File: src/rtl/fir_pkg.sv
// Shared definitions for the FIR MAC filter: FSM state encoding and
// width derivations used by the top level and its sub-module.
package fir_pkg;

  typedef logic [1:0] fir_state_t;

  localparam fir_state_t ST_IDLE = 2'd0;
  localparam fir_state_t ST_MAC  = 2'd1;
  localparam fir_state_t ST_OUT  = 2'd2;

  // Number of bits needed to index n distinct values (n >= 1).
  function automatic int fir_clog2(input int n);
    int r;
    r = 0;
    for (int i = 0; i < 31; i++) begin
      if ((1 << i) < n) r = i + 1;
    end
    return r;
  endfunction

  // Accumulator width: full product plus growth for summing taps products.
  function automatic int fir_acc_w(input int data_w, input int coef_w, input int taps);
    return data_w + coef_w + fir_clog2(taps);
  endfunction

endpackage

File: src/rtl/fir_sat.sv
// Arithmetic right shift followed by saturation to a signed OUT_W range.
module fir_sat
  import fir_pkg::*;
#(
  parameter int IN_W  = 18,
  parameter int OUT_W = 16,
  parameter int SHIFT = 0
) (
  input  logic signed [IN_W-1:0]  din,
  output logic signed [OUT_W-1:0] dout
);

  // Work one bit wider than either side so the range compare never overflows.
  localparam int EXT_W = ((IN_W > OUT_W) ? IN_W : OUT_W) + 1;
  localparam logic signed [EXT_W-1:0] MAX_V =
    {{(EXT_W-OUT_W+1){1'b0}}, {(OUT_W-1){1'b1}}};
  localparam logic signed [EXT_W-1:0] MIN_V =
    {{(EXT_W-OUT_W+1){1'b1}}, {(OUT_W-1){1'b0}}};

  logic signed [IN_W-1:0]  shifted;
  logic signed [EXT_W-1:0] ext;

  // Shift, sign-extend, then clamp to the representable output range.
  always_comb begin
    shifted = din >>> SHIFT;
    ext     = EXT_W'(shifted);
    if (ext > MAX_V)      dout = MAX_V[OUT_W-1:0];
    else if (ext < MIN_V) dout = MIN_V[OUT_W-1:0];
    else                  dout = ext[OUT_W-1:0];
  end

endmodule

File: src/rtl/fir_filter_mac.sv
// Serial FIR filter: one multiplier, one product per cycle.
//
// Handshakes: a transfer happens on a rising clk edge where valid and ready
// are both high. in_ready is high only in IDLE; out_valid is high only in
// OUT, and y_out is held constant for as long as out_valid is high.
//
// Timeline for a sample transferred on edge 0: edges 1..TAPS accumulate the
// TAPS products, edge TAPS+1 registers the shifted/saturated result and
// enters OUT, so out_valid is seen after edge TAPS+1.
module fir_filter_mac
  import fir_pkg::*;
#(
  parameter int DATA_W = 8,
  parameter int COEF_W = 8,
  parameter int TAPS   = 4,
  parameter int OUT_W  = 16,
  parameter int SHIFT  = 0
) (
  input  logic                        clk,
  input  logic                        reset,
  input  logic signed [DATA_W-1:0]    x_in,
  input  logic                        in_valid,
  output logic                        in_ready,
  input  logic                        coef_we,
  input  logic [fir_clog2(TAPS)-1:0]  coef_addr,
  input  logic signed [COEF_W-1:0]    coef_data,
  output logic signed [OUT_W-1:0]     y_out,
  output logic                        out_valid,
  input  logic                        out_ready,
  output logic [1:0]                  dbg_state
);

  localparam int ADDR_W = fir_clog2(TAPS);
  localparam int CNT_W  = fir_clog2(TAPS + 1);
  localparam int PROD_W = DATA_W + COEF_W;
  localparam int ACC_W  = fir_acc_w(DATA_W, COEF_W, TAPS);
  localparam logic [CNT_W-1:0] LAST_IDX = CNT_W'(TAPS);

  fir_state_t                state;
  logic [CNT_W-1:0]          idx;
  logic signed [ACC_W-1:0]   acc;
  logic signed [DATA_W-1:0]  taps  [TAPS];
  logic signed [COEF_W-1:0]  coefs [TAPS];
  logic signed [DATA_W-1:0]  tap_sel;
  logic signed [COEF_W-1:0]  coef_sel;
  logic signed [PROD_W-1:0]  prod;
  logic signed [ACC_W-1:0]   prod_ext;
  logic signed [OUT_W-1:0]   sat_y;

  assign in_ready  = (state == ST_IDLE);
  assign out_valid = (state == ST_OUT);
  assign dbg_state = state;

  // Select the tap/coefficient pair for the current accumulate step.
  always_comb begin
    tap_sel  = '0;
    coef_sel = '0;
    for (int k = 0; k < TAPS; k++) begin
      if (idx == CNT_W'(k)) begin
        tap_sel  = taps[k];
        coef_sel = coefs[k];
      end
    end
  end

  assign prod     = PROD_W'(tap_sel) * PROD_W'(coef_sel);
  assign prod_ext = ACC_W'(prod);

  fir_sat #(
    .IN_W  (ACC_W),
    .OUT_W (OUT_W),
    .SHIFT (SHIFT)
  ) u_sat (
    .din  (acc),
    .dout (sat_y)
  );

  // Coefficient bank: writable only while idle, out-of-range indices dropped.
  always_ff @(posedge clk) begin
    if (!reset) begin
      for (int k = 0; k < TAPS; k++) coefs[k] <= '0;
      coefs[0] <= COEF_W'(1);
    end else if (state == ST_IDLE && coef_we && (32'(coef_addr) < TAPS)) begin
      coefs[coef_addr] <= coef_data;
    end
  end

  // Control FSM, delay line, accumulator and output register.
  always_ff @(posedge clk) begin
    if (!reset) begin
      state <= ST_IDLE;
      idx   <= '0;
      acc   <= '0;
      y_out <= '0;
      for (int k = 0; k < TAPS; k++) taps[k] <= '0;
    end else begin
      case (state)
        ST_IDLE: begin
          if (in_valid) begin
            taps[0] <= x_in;
            for (int k = 1; k < TAPS; k++) taps[k] <= taps[k-1];
            acc   <= '0;
            idx   <= '0;
            state <= ST_MAC;
          end
        end
        ST_MAC: begin
          if (idx != LAST_IDX) begin
            acc <= acc + prod_ext;
            idx <= idx + CNT_W'(1);
          end else begin
            y_out <= sat_y;
            state <= ST_OUT;
          end
        end
        ST_OUT: begin
          if (out_ready) state <= ST_IDLE;
        end
        default: state <= ST_IDLE;
      endcase
    end
  end

endmodule

File: config.mk
export PLATFORM = sky130hd
export DESIGN_NAME = fir_filter_mac
export DESIGN_NICKNAME = d
export VERILOG_FILES = /design/src/rtl/fir_pkg.sv /design/src/rtl/fir_sat.sv /design/src/rtl/fir_filter_mac.sv
export SDC_FILE = /design/constraint.sdc
export NUM_CORES = 1
export LEC_CHECK = 0
export ABC_AREA = 1
export CAP_MARGIN = 20
export CORE_ASPECT_RATIO = 2
export CORE_UTILIZATION = 35
export CTS_CLUSTER_SIZE = 14
export DETAILED_ROUTE_END_ITERATION = 8
export GPL_ROUTABILITY_DRIVEN = 1
export GPL_TIMING_DRIVEN = 0
export HOLD_SLACK_MARGIN = 0.1
export PLACE_DENSITY = 0.61
export SYNTH_ARGS = -nofsm -noshare
export SYNTH_HDL_FRONTEND = slang
export SYNTH_HIERARCHICAL = 1
export SYNTH_SLANG_ARGS = --single-unit
File: constraint.sdc
create_clock -name clk -period 17.35 [get_ports clk]
set_clock_uncertainty 0.15 [all_clocks]
set_input_delay 4.3375 -clock clk [delete_from_list [all_inputs] [get_ports clk]]
set_output_delay 4.3375 -clock clk [all_outputs]
set_load 0.005 [all_outputs]
# Word level (Yosys, flattened, before mapping)
# Memory sizes are Yosys's and may differ from the RTL's.
# Cells that the tools add are included.
# totals
in_bits	23
ff_bits	39
word_cells	71
mem_bits_rw	64
n_memories	2
# classes
mul	1
add_sub_neg	2
order_cmp	2
n_mux	36
n_eq_ne	10
bitwise	6
n_reduce_logical	8
# mem_list
memory	depth	width	rd	rd_ports_with_merged_regs	wr	line	source
coefs	4	8	4	0	4	fir_filter_mac.sv:43	logic signed [COEF_W-1:0] coefs [TAPS];
taps	4	8	4	0	4	fir_filter_mac.sv:42	logic signed [DATA_W-1:0] taps [TAPS];
# ops
cell	count
two-way mux 8 bit	14
two-way mux 18 bit	2
case mux 18 bit (2 select lines)	1
two-way mux 16 bit	2
adder 18 x 16 -> 18 bit	1
greater-than comparator 18 x 16 -> 1 bit (second input constant)	1
less-than comparator 18 x 16 -> 1 bit (second input constant)	1
multiplier 8 x 8 -> 16 bit	1
two-way mux 1 bit	9
two-way mux 2 bit	4
OR reduction 8 bit	1
== test 3 x 2 -> 1 bit (second input constant)	2
two-way mux 3 bit	2
!= test 2 bit (second input constant)	3
case mux 2 bit (3 select lines)	1
case mux 3 bit (2 select lines)	1
AND reduction 3 bit	2
OR 1 bit	5
adder 3 x 1 -> 3 bit (second input constant)	1
== test 3 x 1 -> 1 bit (second input constant)	1
zero test 3 bit	1
!= test 3 bit (second input constant)	1
== test 2 x 1 -> 1 bit (second input constant)	1
== test 2 bit (second input constant)	1
other kinds (6)	6

# Depth between registers and ports, before layout
# Gate-level depths: netlist of the first run.
# logic_depth
depth_word	9
mapped_depth	31
ltp_nobuf	30

# Hierarchy
# Netlist of the first run, hierarchy kept.
# modules_own_cells
mod	cells_per_inst	seq_area_each_um2	instances	area_each_um2
fir_filter_mac	932	2622.5	1	7930.1
fir_sat	36	0.0	1	193.9

# Least setup slack after synthesis of the first run
# Ideal clock, no wire load.
# synth_timing
path_type	flip-flop to flip-flop
start	register idx[0]
end	register acc[13]
setup_slack_ps	11531
arrival_ps	5536
stages_incl_launch_ff	27
setup_time_ps	132
cell_sequence	dfxtp_1 -> ha_1 -> ha_1 -> buf_2 -> inv_1 -> clkbuf_1 -> o21ai_0 -> o21ai_2 -> nand2_1 -> fa_1 -> fa_1 -> inv_1 -> fa_1 -> fa_1 -> inv_1 -> fa_1 -> inv_1 -> ha_1 -> nand2_1 -> inv_1 -> nand2_1 -> nand2_1 -> a21oi_1 -> nand2_1 -> or2_2 -> nand3_1 -> a21oi_1
# synth_between
elab_chain_len	9
word_cells_on_any_way	19
cone_classes	add/sub: 1; mul: 1; eq/ne: 5; mux: 10; reduce/logical: 2
# synth_lines
element	line	source
start, declared	fir_filter_mac.sv:40	logic [CNT_W-1:0] idx;
start signal, assigned	fir_filter_mac.sv:110	idx <= idx + CNT_W'(1);
zero test 3 bit	fir_filter_mac.sv:59	if (idx == CNT_W'(k)) begin
two-way mux 8 bit (4 in series)	fir_filter_mac.sv:59	
multiplier 8 x 8 -> 16 bit	fir_filter_mac.sv:66	assign prod = PROD_W'(tap_sel) * PROD_W'(coef_sel);
adder 18 x 16 -> 18 bit	fir_filter_mac.sv:109	acc <= acc + prod_ext;
two-way mux 18 bit	fir_filter_mac.sv:108	if (idx != LAST_IDX) begin
case mux 18 bit (2 select lines)	fir_filter_mac.sv:97	case (state)
end signal, assigned	fir_filter_mac.sv:109	
end, declared	fir_filter_mac.sv:41	logic signed [ACC_W-1:0] acc;
# Parallel ways exist; a longest one is shown, timed or not. The select of a mux whose other input is x is not followed.
# A chain may end at the register's enable or synchronous reset.

# Final worst setup path of the first run
# layout_timing
start	register idx[0]
end	register acc[10]
# Same word-level chain as after synthesis.

==> impl_results.md, run 1 <==
* Synth Register Bits at 103
* Critical Path RT at about 17000 ps
* Die height at 217 um
* Static Leak at 4.66 nW
* GRT Util Overall at 19.6%
* Routability cong. at 0.900
* Crit-path leading delay family: adder cells
* CTS buffer count at 9
* Fin. Hold Viols at 0
* Multi-input gate area at 4590 um^2
* CTS H-Tree Depth at 3
* Grt total ovfl at 0
* Clk sinks at 103
* # fillers at between 2000 and 2500
* # diodes at 0
* DR pass1 iterations at 5
* Setup WS pre-CTS at around 10000 ps
* RSZ-0062 raised after global routing: false
* Routed vias/inst at 4.83
* Tcrit/Tclk final at 39.3%
* Critical path's largest stage delay at 560 ps
* Synth warn at 6
* Final Max Slew Viols at 0
* Core area at 22700 um^2
* Hold_buf cts at 0
* Hold Path Class: flop to flop
* Cell repeated most along the worst path: fa_1
* Placed Area at 8930 um^2
* Routed len/inst at 16.1 um
* Clock tree root driver cell: clkbuf_16
* Power Density at 99.8 nW/um^2
* Global-route wire length before repair at 34.0 mm
* Starting Density at a little over a third
* Final antenna-violating net count at 0
* Post-synth cell types at 41
* Register area share after synthesis at ~32%
* Worst-Margin Slew at 936 ps
* Fmax at approximately 0.15 GHz
* Syn Nets at 1118
* Data arrival, critical path at 6900 ps
* Final #Nets at 1173
* Die area at 23900 um^2
* FF/Latch Area at 2620 um^2
* Total power at 0.922 mW
* Initial antenna violation count at 0
* Syn Inst Count at about 970
* Post-CTS sizing at 0
* Setup bufs post-CTS at 0
* Clock slew at reported path FFs at 80 ps
* Largest net degree at the start of global routing at 24
* Post-synthesis average cell area at between 8 and 9 um^2
* PnR worst setup slack at 10520 ps
* Share of layout cells above drive strength 1 at 7.78%
* CTS tree: done
* Fin area at 9240 um^2
* Area Overhead vs Synth at 13.7%
* DP Wirelength at 17.6 mm
* Vias in the first global route at 6664
* Clk buf depth at 2
* Status: completed
* Rel. slew slack at 37.2%
* Clk_lat worst skew at 370 ps
* # IOs at 43
* VDD IR-drop max at 0.000105 V
* Cell Area, Synth at between 8000 and 9000 um^2
* Minimum clock period after layout at just under 7000 ps
* DRT iter0 DRCs at approximately 320
* CP startpoint kind: flop
* Setup violations, final at 0
* Chip Width at 110 um
* Port Buffers at between 40 and 50
* Crit path cell chain: ha_1 -> ha_1 -> buf_2 -> inv_1 -> clkbuf_1 -> o21ai_0 -> o21ai_2 -> nand2_1 -> fa_1 -> fa_1 -> inv_1 -> fa_1 -> fa_1 -> inv_1 -> fa_1 -> inv_1 -> ha_1 -> a21oi_1 -> o21ai_0 -> a21o_1 -> or2_2 -> nand2_1 -> a21oi_1
* Max_cap viols at 0
* Critical Path End Type: flop
* WP buf/inv at 6
* CP max stage cell: fa_1
* TNS Setup at 0 ps
* Detailed-route via count at 6323
* CP Class: flop to flop
* Total Wirelength at 21.0 mm
* CP Max Fanout at 10
* Cell Rows at between 70 and 80
* Number of remaining DRC errors at 0
==> path summary, 6_finish.rpt <==
path         depth (start not counted)      end  slack (ps)  startpoint
min reg2reg                          2   idx[1]         360      idx[1]
max                                 23  acc[10]       10520      idx[0]
max reg2reg                         23  acc[10]       10520      idx[0]
min                                  2   idx[1]         360      idx[1]
==> kinds of logic (layout without fill, tap and decap cells) <==
logic type      after synthesis  count (layout)  synth area share, %
simple gates                360             360                 18.4
flops                       103             103                 32.3
fa+ha+maj                   127             127                 27.0
buf+inv                     228             288                 11.3
xor+xnor                      1               1                0.108
compound gates              149             149                 11.0
==> metal layers <==
metal / routed length [um] / up-vias / GRT usage [%]
met5: 0 / - / 0
met4: 1360 / 0 / 12.6
met2: 12800 / 125 / 39.9
met3: 354 / 67 / 2.30
li1: - / 3117 / -
met1: 6500 / 3014 / 16.7
==> cells in the final DEF, fill, tap and decap left out, drive strengths merged <==
master and count:
fa 80, o22ai 1, nor3 3, nand4 2, a21o 2, a211oi 6, clkbuf 23, nand2 201
clkdlybuf4s50 42, o21ai 74, clkinvlp 1, or2 4, nand3 21, a31oi 15, o211a 1, clkinv 5
a21oi 45, o211ai 1, edfxtp 56, xnor2 1, buf 15, nor2 129, dfxtp 47, inv 202
o21bai 4, ha 47
==> state kept, by name (all words and copies together), names as in the netlist <==
name,count
acc,18
coefs,32
dbg_state,2
idx,3
taps,32
y_out,16
==> synth_stat cells <==
cell type	n	area, um^2
o21bai_4	1	18.8
clkinv_2	1	5.00
a211oi_2	5	62.6
nand3_1	21	105
o22ai_1	1	6.26
o211ai_1	1	7.51
a21oi_2	1	8.76
a211oi_1	1	7.51
nor2_2	2	12.5
nand2_2	7	43.8
buf_4	1	7.51
buf_12	1	20.0
ha_1	47	588
fa_1	80	1600
o21ai_0	54	270
clkbuf_1	13	48.8
nor2_1	122	458
nand2_4	3	33.8
buf_6	3	33.8
a21o_1	2	15.0
nor3_1	3	15.0
buf_2	8	40.0
nor2_8	2	40.0
or2_1	1	6.26
nand2_1	191	717
o211a_1	1	10.0
edfxtp_1	56	1680
o21ai_2	13	114
a31oi_1	15	93.8
nor2_4	3	33.8
xnor2_1	1	8.76
nand4_1	2	12.5
dfxtp_1	47	941
a21oi_1	44	220
inv_2	6	22.5
inv_4	2	12.5
clkinv_1	1	3.75
inv_1	192	721
o21ai_1	7	35.0
or2_2	3	18.8
o21bai_1	3	22.5
==> through the flow <==
stage          utilization [%]  hold WS [ps]  std cells
6_report                  40.6           361       1308
5_1_grt                   40.6           388       1308
4_1_cts                   40.6           364       1308
3_5_place_dp              39.3           353       1292
3_3_place_gp              39.1           345       1290
2_1_floorplan                -           296        968
==> tightest hold or removal path, delay by kind of cell, from the launching register on <==
family,cells,cell delay (ps)
and+or+nand+nor,1,70
DFF,1,340
AOI/OAI and AO/OA,1,50
==> final cells by class <==
| type | instances | share of cell area (%) |
|---|---|---|
| buffer | 26 | 1.63 |
| clock inverter | 6 | 0.650 |
| clock buffer | 10 | 2.71 |
| inverter | 202 | 8.28 |
| multi-input combinational | 637 | 49.7 |
| timing repair buffer | 44 | 4.90 |
| tap | 280 | 3.79 |
| sequential | 103 | 28.4 |
==> power by group <==
part           switching, mW  total (mW)  internal (mW)
logic                  0.261       0.416          0.155
registers             0.0212       0.298          0.277
clock network         0.0987       0.208          0.109
total                  0.381       0.922          0.541
Note: power is estimated with default switching activity, not from simulation.
==> run 2, diff against run 1 <==
Clock period 17.35 ns to 7.15 ns, I/O delays scaled along.
==> run 2 against run 1 <==
  * Sequential power increased by 140%
  * Power is 140% higher
  * Wire length increased by 0.20%
  * Largest power group unchanged
  * Largest cell class unchanged
  * Register-to-register slack got worse by 10000 ps
  * Die area unchanged
  * Core utilization is 0.14 points higher
==> impl_results.md, run 2 (same netlist as run 1, synthesis figures left out) <==
* Seq pwr share at 32.3% (about the same)
* CTS H-Tree Depth at 3 (unchanged)
* TNS Setup at 0 ps (unchanged)
* Post-CTS sizing at 0 (unchanged)
* Hold_buf cts at 0 (unchanged)
* Fin. Hold Viols at 0 (unchanged)
* Grt total ovfl at 0 (unchanged)
* Worst-Margin Slew at 966 ps (+30.3 ps)
* Setup violations, final at 0 (unchanged)
* Crit path cell chain: inv_1 -> ha_1 -> inv_1 -> nor2_4 -> inv_2 -> buf_2 -> a31oi_1 -> o21ai_1 -> or2_1 -> fa_1 -> fa_1 -> inv_1 -> fa_1 -> fa_1 -> inv_1 -> fa_1 -> inv_1 -> ha_1 -> a21oi_1 -> o21ai_0 -> a21o_1 -> or2_2 -> nand2_1 -> a21oi_1
* Critical Path RT at 7230 ps (-10190 ps)
* Clk_lat worst skew at 370 ps (about the same)
* CTS buffer count at 9 (unchanged)
* Rel. slew slack at 35.2% (-2.0 points)
* Power Density at 242 nW/um^2 (+140%)
* Clock slew at reported path FFs at 70 ps (about the same)
* Starting Density at 35.7% (unchanged)
* Static Leak at 4.67 nW (+0.15%)
* Global-route wire length before repair at 34.0 mm (unchanged)
* Switching power at 0.926 mW (+140%)
* Clock power share at 22.4% (-0.2 points)
* Crit-path leading delay family: adder cells
* Post-Layout Cell Count at 1308 (unchanged)
* Routed vias/inst at 4.84 (about the same)
* Final antenna-violating net count at 0 (unchanged)
* Core area at 22700 um^2 (unchanged)
* VDD IR-drop max at 0.000258 V (+150%)
* Clk buf depth at 2 (unchanged)
* Combinational power share at 45.3% (+0.2 points)
* CP startpoint kind: flop
* Routability cong. at 0.900 (unchanged)
* DRT iter0 DRCs at 305 (-3.8%)
* RSZ-0062 raised after global routing: false
* Most common cell after layout, fill and taps aside: inv_1
* Die height at 217 um (unchanged)
* Routed len/inst at 16.1 um (+0.20%)
* PnR worst setup slack at 320 ps (-10200 ps)
* Setup WS pre-CTS at 280 ps (-10200 ps)
* Commonest non-fill, non-tap cells in the layout: inv_1, nand2_1, nor2_1
* CP max stage cell: o21ai_1
* Cell Rows at 78 (unchanged)
* Total Wirelength at 21.0 mm (+0.20%)
* Placed cells at 1292 (unchanged)
* Critical path's largest stage delay at 760 ps (+200 ps)
* Setup bufs post-CTS at 0 (unchanged)
* WP buf/inv at 7 (+1)
* Switching share of power at 41.3% (about the same)
* Detailed-route via count at 6329 (+0.095%)
* Hold Path Class: flop to flop
* Clk sinks at 103 (unchanged)
* Number of remaining DRC errors at 0 (unchanged)
* Clock tree root driver cell: clkbuf_16
* Initial antenna violation count at 0 (unchanged)
* Fin area at 9270 um^2 (+0.34%)
* GRT Util Overall at 19.6% (unchanged)
* P_int at 1.31 mW (+140%)
* Final #Nets at 1173 (unchanged)
* Total power at 2.24 mW (+140%)
* CP Class: flop to flop
* Vias in the first global route at 6664 (unchanged)
* DP Wirelength at 17.6 mm (unchanged)
* # diodes at 0 (unchanged)
* Max_cap viols at 0 (unchanged)
* DR pass1 iterations at 5 (unchanged)
* Final Max Slew Viols at 0 (unchanged)
* Die area at 23900 um^2 (unchanged)
* Data arrival, critical path at 6910 ps (about the same)
* Status: completed
* CTS tree: done
* CP Max Fanout at 10 (unchanged)
* Placed Area at 8930 um^2 (unchanged)
* Area Overhead vs Synth at 14.1%
* Share of layout cells above drive strength 1 at 7.88% (+0.097 points)
* # IOs at 43 (unchanged)
* Port Buffers at 42 (unchanged)
* Largest registers: coefs: 32 flops, taps: 32 flops, acc: 18 flops
* Tcrit/Tclk final at 95.5% (+56 points)
* Chip Width at 110 um (unchanged)
* Fmax at 0.146 GHz (about the same)
* Largest net degree at the start of global routing at 24 (unchanged)
* Minimum clock period after layout at 6830 ps (+4.17 ps)
* Critical Path End Type: flop
[run 2: cell types whose count changed in the layout (fill, tap and decap cells not counted)]
cell,before,now
clkbuf_1,13,12
clkbuf_2,0,1
o21ai_2,13,9
o21ai_4,0,4
[run 2: final timing paths]
| kind | start | end | slack (ps) | cells past startpoint |
|---|---|---|---|---|
| worst max-delay path | idx[1] | acc[10] | 320 | 24 |
| worst min-delay path | idx[1] | idx[1] | 360 | 2 |
| worst max register to register | idx[1] | acc[10] | 320 | 24 |
| worst min register to register | idx[1] | idx[1] | 360 | 2 |
[run 2: area by class of cell]
class / instances / area, um^2
fill: 2332 / 13500
multi-input combinational: 637 / 4620
sequential: 103 / 2620
inverter: 202 / 764
timing repair buffer: 44 / 453
tap: 280 / 350
clock buffer: 10 / 250
buffer: 26 / 151
clock inverter: 6 / 60.1
[run 2: tightest hold or removal path, cell delays in order (launching register included)]
cell     delay, ps
dfxtp_1        340
nand2_1         70
a21oi_1         50
[run 2: layer usage]
metal  up-vias  track usage (%)  part of all wire (%)
met4         0             12.6                   6.1
met5         -                0                     0
li1       3119                -                     -
met3        62             2.30                   1.6
met1      3039             16.7                    31
met2       109             39.9                    61
[run 2: metrics by stage]
step | util [%] | hold WS, ps
2_1_floorplan | - | 296
4_1_cts | 40.6 | 364
5_1_grt | 40.8 | 388
6_report | 40.8 | 362
3_3_place_gp | 39.1 | 345
3_5_place_dp | 39.3 | 353
[run 2: power groups by stage]
stage / sequential, mW / clock, mW / combinational (mW)
floorplan: 0.712 / 0 / 0.745
global placement: 0.737 / 0 / 1.00
detailed placement: 0.737 / 0 / 1.02
CTS: 0.724 / 0.517 / 1.03
global route: 0.728 / 0.536 / 1.18
finish: 0.724 / 0.503 / 1.01
==> run 3, diff against run 2 <==
Settings changed: ABC_AREA 1 to 0.
Clock period 7.15 ns to 7.17 ns, I/O delays scaled along.
==> run 3 against run 2 <==
  * Hold slack lost 60 ps
  * Sequential share of layout area shrank 0.076 points
  * Sequential cell count unchanged
  * Wire length shrank 6.2%
  * Critical path type unchanged
  * Global-route usage shrank 1.5 points
  * Critical endpoint is now acc[17]
  * Non-clock buffer count rose by 9
  * Design area rose by 0.27%
  * Synthesized area up 0.68%
  * Largest power group is now sequential cells
  * Combinational power shrank 45%
  * First-iteration DRC count fell by 46%
==> impl_results.md, run 3 <==
* Status: completed
* Syn Nets at 991 (-11%)
* # diodes at 0 (unchanged)
* Post-Layout Cell Count at 1182 (-9.6%)
* PnR worst setup slack at 305 ps (-14.1 ps)
* CP Class: flop to flop
* Initial antenna violation count at 0 (unchanged)
* Grt total ovfl at 0 (unchanged)
* Static Leak at 3.97 nW (-15%)
* # IOs at 43 (unchanged)
* Core area at 22800 um^2 (+0.43%)
* Ys flop type: edfxtp_1
* Final antenna-violating net count at 0 (unchanged)
* CTS buffer count at 9 (unchanged)
* Routability cong. at 0.909 (+0.97%)
* Largest registers: coefs: 32 flops, taps: 32 flops, acc: 18 flops
* VDD IR-drop max at 0.000161 V (-38%)
* Die area at 24000 um^2 (+0.67%)
* Fin. Hold Viols at 0 (unchanged)
* Clock slew at reported path FFs at 70 ps (about the same)
* Post-synthesis average cell area at 9.73 um^2 (+16%)
* CP Max Fanout at 10 (unchanged)
* Routed vias/inst at 4.94 (+2.0%)
* Final Max Slew Viols at 0 (unchanged)
* Post-Synth XOR/XNOR Area at 1.50% (+1.4 points)
* Post-Route Utilization at 40.7% (-0.065 points)
* Total Wirelength at 19.7 mm (-6.2%)
* Share of layout cells above drive strength 1 at 7.87% (-0.0080 points)
* Top cell type's share of synthesized area at 20.6% (-0.14 points)
* Setup WS pre-CTS at -46.0 ps (-326 ps)
* Chip Width at 110 um (+0.33%)
* GRT Util Overall at 18.1% (-1.5 points)
* Hold_buf cts at 0 (unchanged)
* Ys async rst share at 0% (unchanged)
* Routed len/inst at 16.7 um (+3.8%)
* Most common cell after layout, fill and taps aside: nand2_1
* Post-synth top area cell: edfxtp_1
* Rel. slew slack at 45.7% (+11 points)
* Multiplexer share of the synthesized area at 1.22% (+1.2 points)
* Fmax at 0.146 GHz (-0.50%)
* Minimum clock period after layout at 6860 ps (+34.1 ps)
* Clk buf depth at 2 (unchanged)
* Largest net degree at the start of global routing at 33 (+38%)
* Cell Area, Synth at 8180 um^2 (+0.68%)
* Post-synthesis simple-gate area fraction at 18.1% (-0.29 points)
* Post-synth EDFFs at 56 (unchanged)
* CP max stage cell: clkbuf_1
* Tcrit/Tclk final at 95.7% (+0.21 points)
* Final #Nets at 1047 (-11%)
* Detailed-route via count at 5836 (-7.8%)
* Die height at 218 um (+0.34%)
* Clk_lat worst skew at 360 ps (about the same)
* Critical Path RT at 7270 ps (+40 ps)
* Post-synth cell types at 60 (+46%)
* Number of remaining DRC errors at 0 (unchanged)
* Clk sinks at 103 (unchanged)
* Port Buffers at 42 (unchanged)
* Top post-synthesis cells by count: nand2_1, inv_1, fa_1
* Placed cells at 1164 (-9.9%)
* Syn Inst Count at 841 (-13%)
* Adder-cell share of the synthesized area at 26.8% (-0.18 points)
* Hold Path Class: flop to flop
* Critical Path End Type: flop
* Compound-Gate Fraction of Synth Area at 13.7% (+2.7 points)
* CTS H-Tree Depth at 3 (unchanged)
* Cell repeated most along the worst path: fa_1
* Vias in the first global route at 6425 (-3.6%)
* TNS Setup at 0 ps (unchanged)
* Area Overhead vs Synth at 13.6%
* RSZ-0062 raised after global routing: false
* Crit path cell chain: ha_1 -> ha_1 -> clkbuf_1 -> a22oi_2 -> nand2b_1 -> fa_1 -> fa_1 -> inv_1 -> fa_1 -> fa_1 -> inv_1 -> fa_1 -> inv_1 -> ha_1 -> and3_1 -> a22oi_1 -> a211oi_1 -> nor3b_2 -> o31ai_1 -> a21bo_1
* Critical path's largest stage delay at 550 ps (-210 ps)
* DRT iter0 DRCs at 166 (-46%)
* DP Wirelength at 16.6 mm (-5.5%)
* Synth warn at 6 (unchanged)
* Starting Density at 35.8% (+0.088 points)
* DR pass1 iterations at 4 (-1)
* Cell Rows at 78 (unchanged)
* Synth Register Bits at 103 (unchanged)
* Max_cap viols at 0 (unchanged)
* Global-route wire length before repair at 32.2 mm (-5.2%)
* Commonest non-fill, non-tap cells in the layout: nand2_1, inv_1, fa_1
* Top-count cell post-synth: nand2_1
* Setup violations, final at 0 (unchanged)
* Data arrival, critical path at 6970 ps (+60 ps)
* Largest family of logic cells by synthesized area: adder cells
* Worst-Margin Slew at 811 ps (-155 ps)
* Power Density at 185 nW/um^2 (-24%)
* Top cells by area, synth: edfxtp_1, fa_1, dfxtp_1
* Clock tree root driver cell: clkbuf_16
* CP startpoint kind: flop
* Register area share after synthesis at 32.1% (-0.22 points)
* CTS tree: done
## run 3: changes by cell type after synthesis, sizes merged, moves of 21 or more
cell / previous run / this run
and2: 0 / 60
o21ai: 74 / 28
nor2: 129 / 74
a22oi: 0 / 21
a21boi: 0 / 39
inv: 200 / 95
nand2: 201 / 98
## run 3: cells by family (layout without fill, tap and decap cells)
kind of cell / count (synthesis) / in the layout
adders and majority gates: 127 / 127
xor gates and xnor gates: 14 / 14
AOI/OAI and AO/OA: 159 / 159
and+or+nand+nor: 299 / 299
buffers and inverters: 129 / 190
muxes: 10 / 10
DFF: 103 / 103
## run 3: cell type report
type	count	area (um^2)
Fill cell	2314	13500
Timing Repair Buffer	45	443
Multi-Input combinational cell	609	5060
Sequential cell	103	2620
Clock buffer	10	229
Buffer	34	189
Inverter	95	357
Tap cell	280	350
Clock inverter	6	43.8
## run 3: metal layers
layer  track usage (%)  wire length (um)  vias to the layer above  share of wire [%]
li1                  -                 -                     2873                  -
met1              15.4              6300                     2823                 32
met2              38.1             12100                       93                 61
met3              2.09               423                       47                2.1
met4              9.12               879                        0                4.5
met5                 0                 0                        -                  0
## run 3: worst paths after layout
kind              from  slack, ps  depth (start not counted)   endpoint
max             idx[0]        310                         20    acc[17]
min          y_out[11]        300                          2  y_out[11]
max reg2reg     idx[0]        310                         20    acc[17]
min reg2reg  y_out[11]        300                          2  y_out[11]
## run 3: worst max-delay path: cells and delay by family (launching register included)
kind / cells / cell delay [ps]
AO/OA/AOI/OAI: 5 / 1230
AND/OR/NAND/NOR: 3 / 770
adder cells (fa/ha/maj): 8 / 3490
flip-flops: 1 / 410
buffers and inverters: 4 / 720
## run 3: through the flow
stage / power [mW] / hold WS, ps / cell area [um^2]
floorplan: 1.10 / 291 / 8180
global placement: 1.26 / 296 / 8950
detailed placement: 1.26 / 297 / 8960
CTS: 1.73 / 307 / 9240
global route: 1.83 / 328 / 9290
finish: 1.72 / 302 / 9290
## run 3: power by group
| group | internal (mW) | switching (mW) |
|---|---|---|
| clock | 0.238 | 0.230 |
| combinational | 0.234 | 0.326 |
| sequential | 0.656 | 0.0325 |
| total | 1.13 | 0.588 |
## run 3: repair_timing
item	4_1_cts	5_1_grt
setup endpoints to repair	1	2
gates resized for setup	1	11
cloned	0	0
pin swaps	0	1
setup buffers	0	2
